File: src/rtl/freqmeter_input_conditioner.sv
// freqmeter_input_conditioner: synchronise, glitch-filter, edge-strobe and stuck-detect each raw frequency input
module freqmeter_input_conditioner #(
  parameter int INPUTS_COUNT = 24,
  parameter int FILTER_LEN = 3,
  parameter int STUCK_BITS = 16
) (
  input  logic                    clk_i,
  input  logic                    rst_i,
  input  logic [INPUTS_COUNT-1:0] F_raw,
  input  logic [INPUTS_COUNT-1:0] en_i,
  output logic [INPUTS_COUNT-1:0] F_in,
  output logic [INPUTS_COUNT-1:0] rise_o,
  output logic [INPUTS_COUNT-1:0] stuck_o
);
  localparam int CW = $clog2(FILTER_LEN) + 1;
  localparam logic [CW-1:0] CNT_MAX = CW'(FILTER_LEN - 1);
  localparam logic [STUCK_BITS-1:0] IDLE_MAX = '1;
  logic [INPUTS_COUNT-1:0] s1, s2, en_q;
  always_ff @(posedge clk_i or posedge rst_i)
    if (rst_i) begin
      s1 <= '0;
      s2 <= '0;
      en_q <= '0;
    end else begin
      s1 <= F_raw;
      s2 <= s1;
      en_q <= en_i;
    end
  genvar i;
  for (i = 0; i < INPUTS_COUNT; i++) begin : g_ch
    logic [CW-1:0] cnt;
    logic [STUCK_BITS-1:0] idle, idle_nx;
    logic f, r, st, acc;
    assign F_in[i] = f;
    assign rise_o[i] = r;
    assign stuck_o[i] = st;
    // a level change is accepted on the FILTER_LEN-th consecutive differing sample
    always_comb begin
      acc = (s2[i] != f) && (cnt == CNT_MAX);
      idle_nx = acc ? '0 : (idle == IDLE_MAX) ? idle : idle + 1'b1;
    end
    always_ff @(posedge clk_i or posedge rst_i)
      if (rst_i) begin
        f <= 1'b0;
        r <= 1'b0;
        st <= 1'b0;
        cnt <= '0;
        idle <= '0;
      end else if (!en_q[i]) begin
        f <= 1'b0;
        r <= 1'b0;
        st <= 1'b0;
        cnt <= '0;
        idle <= '0;
      end else begin
        f <= acc ? s2[i] : f;
        r <= acc & s2[i];
        cnt <= (s2[i] == f || acc) ? '0 : cnt + 1'b1;
        idle <= idle_nx;
        st <= idle_nx == IDLE_MAX;
      end
  end
endmodule

File: config.mk
export PLATFORM = sky130hd
export DESIGN_NAME = freqmeter_input_conditioner
export DESIGN_NICKNAME = d
export VERILOG_FILES = /design/src/rtl/freqmeter_input_conditioner.sv
export SDC_FILE = /design/constraint.sdc
export NUM_CORES = 1
export LEC_CHECK = 0
export BUFFER_PORTS_ARGS = -buffer_cell sky130_fd_sc_hd__buf_2
export CELL_PAD_IN_SITES_DETAIL_PLACEMENT = 1
export CELL_PAD_IN_SITES_GLOBAL_PLACEMENT = 1
export CORE_MARGIN = 5
export CORE_UTILIZATION = 51
export CTS_BUF_LIST = sky130_fd_sc_hd__clkbuf_4
export CTS_CLUSTER_SIZE = 40
export DETAILED_ROUTE_END_ITERATION = 8
export PLACE_DENSITY_LB_ADDON = 0.1
export SLEW_MARGIN = 5
export SYNTH_ARGS = -nofsm -noshare
export SYNTH_HDL_FRONTEND = slang
export SYNTH_SLANG_ARGS = --single-unit
File: constraint.sdc
create_clock -name clk_i -period 50.7 [get_ports clk_i]
set_input_delay 5.07 -clock clk_i [delete_from_list [all_inputs] [get_ports clk_i]]
set_output_delay 5.07 -clock clk_i [all_outputs]
set_load 0.005 [all_outputs]
==> results.json, run 1 <==
{
  "initial_core_util_pct": 51.4,
  "path_clk_slew_ns": 0.06,
  "design.core.area_um2": 61700,
  "n_fill_cell": 7178,
  "relSlewSlack_pct": 30.4,
  "synth_seq_cells": 600,
  "yosys.area.top_type": "dfrtp_1",
  "hold_violations": 0,
  "status": "finished, final reports clean",
  "critPathKind": "in2async",
  "grt_pass1_vias": 27700,
  "drv_slew": 0,
  "antenna_found_initial": 2,
  "drtIter0Drc": 1385,
  "drive_gt1_share_pct": 12.6,
  "cp_max_fo": 123,
  "setup_viol": 0,
  "yosysWarnings": 0,
  "final_cell_area_um2": 34600,
  "insertion_delay_ns": 0.98,
  "p_leak_uw": 0.0148,
  "min_period_ns": 6.65,
  "grt-ovfl-total": 0,
  "max_cap_violations": 0,
  "io_buffers": 121,
  "area_growth_syn_to_layout_pct": 9.11,
  "placed_area_um2": 32500,
  "cp.required_ns": 51.65,
  "synth_ff_type": "dfrtp_1",
  "cts_resized": 0,
  "ys_types": 94,
  "tns_ns": 0,
  "clock_skew_ns": 0.0405,
  "yosys.cell_count.top_type": "dfrtp_1",
  "syn_nets": 3498,
  "drc": 0,
  "post_drt_wl_per_cell_um": 17.3,
  "synth-edff-count": 0,
  "cellPowerDensity_nw_per_um2": 28.9,
  "ant_nets": 0,
  "worstPathArrival_ns": 7.59,
  "die_area_um2": 67300,
  "num_rows": 91,
  "min_period_over_period_pct": 13.1,
  "yosys-top-cells-area": "dfrtp_1 (47%), nor2_1 (5.2%), xor2_1 (3.5%)",
  "finish.utilization_pct": 56.1,
  "dr_total_vias": 25900,
  "dpl.hpwl_mm": 53.7,
  "hp-class": "reg2reg",
  "end_kind": "async pin",
  "synthCells": 3376,
  "cts_buffer_depth": 3,
  "cts_tree": "yes",
  "rsz0062_at_grt": "no",
  "die_y_um": 259,
  "async_reset_ff_share_pct": 100,
  "routed_wl_mm": 77.2,
  "htree_levels": 4,
  "max_freq_mhz": 150,
  "grt_max_degree": 124,
  "dr.pass1.iters": 5,
  "synth_area_um2": 31700,
  "worst_pin_slew_ns": 1.03,
  "io_pins": 122,
  "synth.top_cell.area_share_pct": 47.3,
  "area.sequential_um2": 15000,
  "multiInputGateArea_um2": 15500,
  "gp_congestion": 0.880,
  "postCtsHoldBufs": 0,
  "clock-root-buffer": "clkbuf_4",
  "synth.avg_cell_area_um2": 9.40,
  "post-cts-setup-buffers": 0,
  "gr-usage-all-layers_pct": 22.9,
  "seq_area_frac_synth_pct": 47.3,
  "cts_made_buffers": 164,
  "whs_ns": 0.348,
  "via_per_inst": 5.82,
  "grt_pass1_wl_mm": 133,
  "start_kind": "input port",
  "synthTopCellsByCount": "dfrtp_1 (600), nor2_1 (441), nand2_1 (294)",
  "ir_worst_vdd_mv": 0.0191,
  "dieWidth_um": 259,
  "num-nets-final": 3610,
  "cts_sinks": 600
}
metal layers:
metal,global-route usage (%),share of wire [%],up-vias
met5,0,0,-
met4,7.71,2.3,0
met3,4.40,3.3,143
met2,39.8,50,376
met1,29.0,44,13000
li1,-,-,12400
worst max-delay path: stages:
cell and delay [ns]:
buf_2 0.13, inv_8 0.59, buf_4 0.80, buf_4 0.91
power breakdown:
part / total (uW) / leakage, uW / internal, uW / switching (uW)
Sequential: 503 / 0.00813 / 490 / 13.5
Clock: 449 / 0.00128 / 242 / 206
Combinational: 48.5 / 0.00544 / 16.1 / 32.4
placed cells by master, fill, tap and decap left out, types with 31 or more instances in the layout:
cell type / n
nor4_1: 50
mux2i_1: 64
clkinv_1: 33
and2_1: 37
dfrtp_1: 600
a21oi_1: 135
o21ai_0: 79
nor2_1: 441
a31oi_1: 55
and4_1: 45
nand2_1: 294
xnor2_1: 111
nand2b_1: 66
xor2_1: 127
nand3_1: 196
a211oi_1: 31
clkbuf_4: 241
nand4_1: 127
inv_1: 69
ha_1: 72
and3_1: 71
nor3_1: 127
buf_2: 121
flip-flops by register name, indices dropped and copies added (netlist names):
name and cells:
en_q 24, g_ch.cnt 72, g_ch.f 24, g_ch.idle 384, g_ch.r 24, g_ch.st 24, s1 24, s2 24
per-stage QoR:
stage / cells / worst slack [ns] / total power (uW)
after global routing: 4456 / 43.60 / 1060
after CTS: 4449 / 43.91 / 1020
after detailed placement: 4159 / 42.88 / 562
after global placement: 4159 / 42.94 / 557
final: 4456 / 44.05 / 1000
after floorplan: 3376 / 28.84 / 545
path summary, 6_finish.rpt:
| path | from | endpoint | slack [ns] | cells past startpoint |
|---|---|---|---|---|
| min in group asynchronous | rst_i | g_ch[3].idle[7] | 4.29 | 2 |
| max in group clk_i | g_ch[23].f | F_in[23] | 44.05 | 1 |
| worst min register to register | s1[8] | s2[8] | 0.35 | 0 |
| worst max-delay path | rst_i | g_ch[23].idle[12] | 44.05 | 4 |
| worst max register to register | g_ch[19].idle[0] | g_ch[19].st | 47.40 | 7 |
| worst min-delay path | s1[8] | s2[8] | 0.35 | 0 |
cell families after synthesis:
logic type / Yosys count / share of synthesized area, %
xor+xnor: 238 / 6.57
buf+inv: 256 / 3.96
flops: 600 / 47.3
mux: 68 / 2.16
compound gates: 486 / 10.1
fa+ha+maj: 72 / 2.84
simple gates: 1656 / 27.1
layout make-up:
cell class	count	area share, %
diodes	7	0.0506
inverters	71	0.791
repair buffers	131	1.97
clock buffers	241	5.22
clock inverters	49	0.928
well taps	837	3.02
multi-input cells	2520	44.7
flip-flops and latches	600	43.3
Power figures use the tool's default switching activity.
==> inputs of run 2 (changes only) <==
==> constraint.sdc (replaced) <==
create_clock -name clk_i -period 6.8 [get_ports clk_i]
set_input_delay 0.68 -clock clk_i [delete_from_list [all_inputs] [get_ports clk_i]]
set_output_delay 0.68 -clock clk_i [all_outputs]
set_load 0.005 [all_outputs]
==> run 2 against run 1 <==
  * Combinational power rose to 7.9 times the previous value
  * Sequential share of layout area fell by 0.47 points
  * Register-to-register slack got worse by 44 ns
  * Total power rose to 7.3 times the previous value
  * Largest cell class unchanged
  * Global-route usage rose by 0.15 points
  * Highest routed layer unchanged
  * Final cell count rose by 1.0%
  * Worst setup slack got worse by 40 ns
  * Critical path depth rose by 3
  * Core utilization rose by 0.61 points
  * Routed wire length rose by 0.33%
==> results.json, run 2 (synthesis gave the netlist of run 1 again) <==
{
  "cellPowerDensity_nw_per_um2": 208,
  "cp_max_fo": 13,
  "clock_skew_ns": 0.0399,
  "gr-usage-all-layers_pct": 23.1,
  "max_freq_mhz": 332,
  "start_kind": "flop",
  "area_growth_syn_to_layout_pct": 10.3,
  "initial_core_util_pct": 51.4,
  "cts_tree": "yes",
  "io_buffers": 121,
  "worstPathArrival_ns": 3.85,
  "min_period_ns": 3.02,
  "dr_total_vias": 25900,
  "finish.utilization_pct": 56.7,
  "place_inst": 4156,
  "hp-class": "reg2reg",
  "setup_viol": 0,
  "routed_wl_mm": 77.4,
  "relSlewSlack_pct": 21.8,
  "power.total_uw": 7300,
  "design.core.area_um2": 61700,
  "grt_max_degree": 175,
  "status": "finished, final reports clean",
  "ant_nets": 0,
  "drive_gt1_share_pct": 12.2,
  "die_area_um2": 67300,
  "min_period_over_period_pct": 44.3,
  "worst_pin_slew_ns": 1.17,
  "clock-root-buffer": "clkbuf_4",
  "max_cap_violations": 0,
  "num-nets-final": 3657,
  "rsz0062_at_grt": "no",
  "dieWidth_um": 259,
  "end_kind": "flop",
  "drc": 0,
  "cts_made_buffers": 165,
  "cp.required_ns": 7.64,
  "grt-ovfl-total": 0,
  "regMostFlops": "g_ch.idle",
  "cts_resized": 0,
  "cts_sinks": 600,
  "largest_reg_flops": 384,
  "layout_commonest_cell": "dfrtp_1",
  "p_leak_uw": 0.0150,
  "dpl.hpwl_mm": 53.3,
  "grt_pass1_wl_mm": 134,
  "cts_buffer_depth": 3,
  "dr.pass1.iters": 5,
  "insertion_delay_ns": 0.97,
  "largest_registers": "g_ch.idle: 384 flops, g_ch.cnt: 72 flops",
  "ir_worst_vdd_mv": 0.149,
  "via_per_inst": 5.76,
  "hold_violations": 0,
  "die_y_um": 259,
  "antenna_found_initial": 2,
  "htree_levels": 4,
  "final_cell_mix": "dfrtp_1 (600), nor2_1 (441), nand2_1 (294)",
  "drtIter0Drc": 1141,
  "drv_slew": 0,
  "io_pins": 122,
  "gp_congestion": 0.878,
  "critPathKind": "reg2reg",
  "stdcell_count": 4501,
  "path_clk_slew_ns": 0.06,
  "grt_pass1_vias": 27900,
  "post_drt_wl_per_cell_um": 17.2,
  "num_rows": 91
}
## run 2: cell types whose count changed in the layout (fill, tap and decap cells not counted)
| cell | previous run | this run |
|---|---|---|
| clkinv_1 | 33 | 39 |
| clkinv_2 | 5 | 10 |
| dlygate4sd3_1 | 0 | 49 |
| diode_2 | 7 | 6 |
| inv_8 | 1 | 0 |
| clkinvlp_4 | 0 | 1 |
| inv_2 | 7 | 6 |
| buf_12 | 0 | 3 |
| bufinv_16 | 5 | 1 |
| buf_4 | 10 | 4 |
| clkbuf_4 | 241 | 235 |
## run 2: metal layers
metal	GRT usage [%]	share of wire [%]
met5	0	0
met4	7.24	1.9
met3	4.26	3.2
met2	41.2	51
met1	28.4	44
## run 2: path summary, 6_finish.rpt
kind	startpoint	to	slack, ns	cells past startpoint
max	g_ch[5].idle[0]	g_ch[5].st	3.78	7
min	s1[10]	s2[10]	0.34	0
max reg2reg	g_ch[5].idle[0]	g_ch[5].st	3.78	7
min reg2reg	s1[10]	s2[10]	0.34	0
max in group asynchronous	rst_i	g_ch[14].f	5.01	4
min in group asynchronous	rst_i	g_ch[3].cnt[0]	0.39	3
## run 2: stage by stage
| stage | hold WS [ns] | setup TNS (ns) | area [um^2] | worst slack (ns) |
|---|---|---|---|---|
| 2_1_floorplan | 0.331 | -1237.94 | 31700 | -2.06 |
| 3_3_place_gp | 0.332 | 0 | 32500 | 3.93 |
| 3_5_place_dp | 0.336 | 0 | 32500 | 3.79 |
| 4_1_cts | 0.218 | 0 | 35000 | 3.78 |
| 5_1_grt | 0.213 | 0 | 35000 | 3.54 |
| 6_report | 0.342 | 0 | 35000 | 3.78 |
## run 2: report_power, final
part / switching, uW / internal [uW]
sequential: 96.5 / 3650
clock: 1540 / 1630
combinational: 245 / 140
## run 2: repair_timing
item,4_1_cts,5_1_grt
hold buffers,49,0
buffers inserted,0,0
hold endpoints to repair,68,0
## run 2: final cells by class
cell class / count / area [um^2]
Fill cell: 7154 / 26700
Multi-Input combinational cell: 2520 / 15500
Sequential cell: 600 / 15000
Clock buffer: 235 / 1760
Timing Repair Buffer: 177 / 1190
Tap cell: 837 / 1050
Inverter: 71 / 270
Clock inverter: 55 / 245
Antenna cell: 6 / 15.0
## run 2: worst max-delay path: stages (launching register included)
cell,delay (ns)
dfrtp_1,0.44
ha_1,0.26
nand4_1,0.21
nor4_2,0.93
nor3_1,0.14
xnor2_1,0.18
or4_1,0.49
nor4_2,0.26
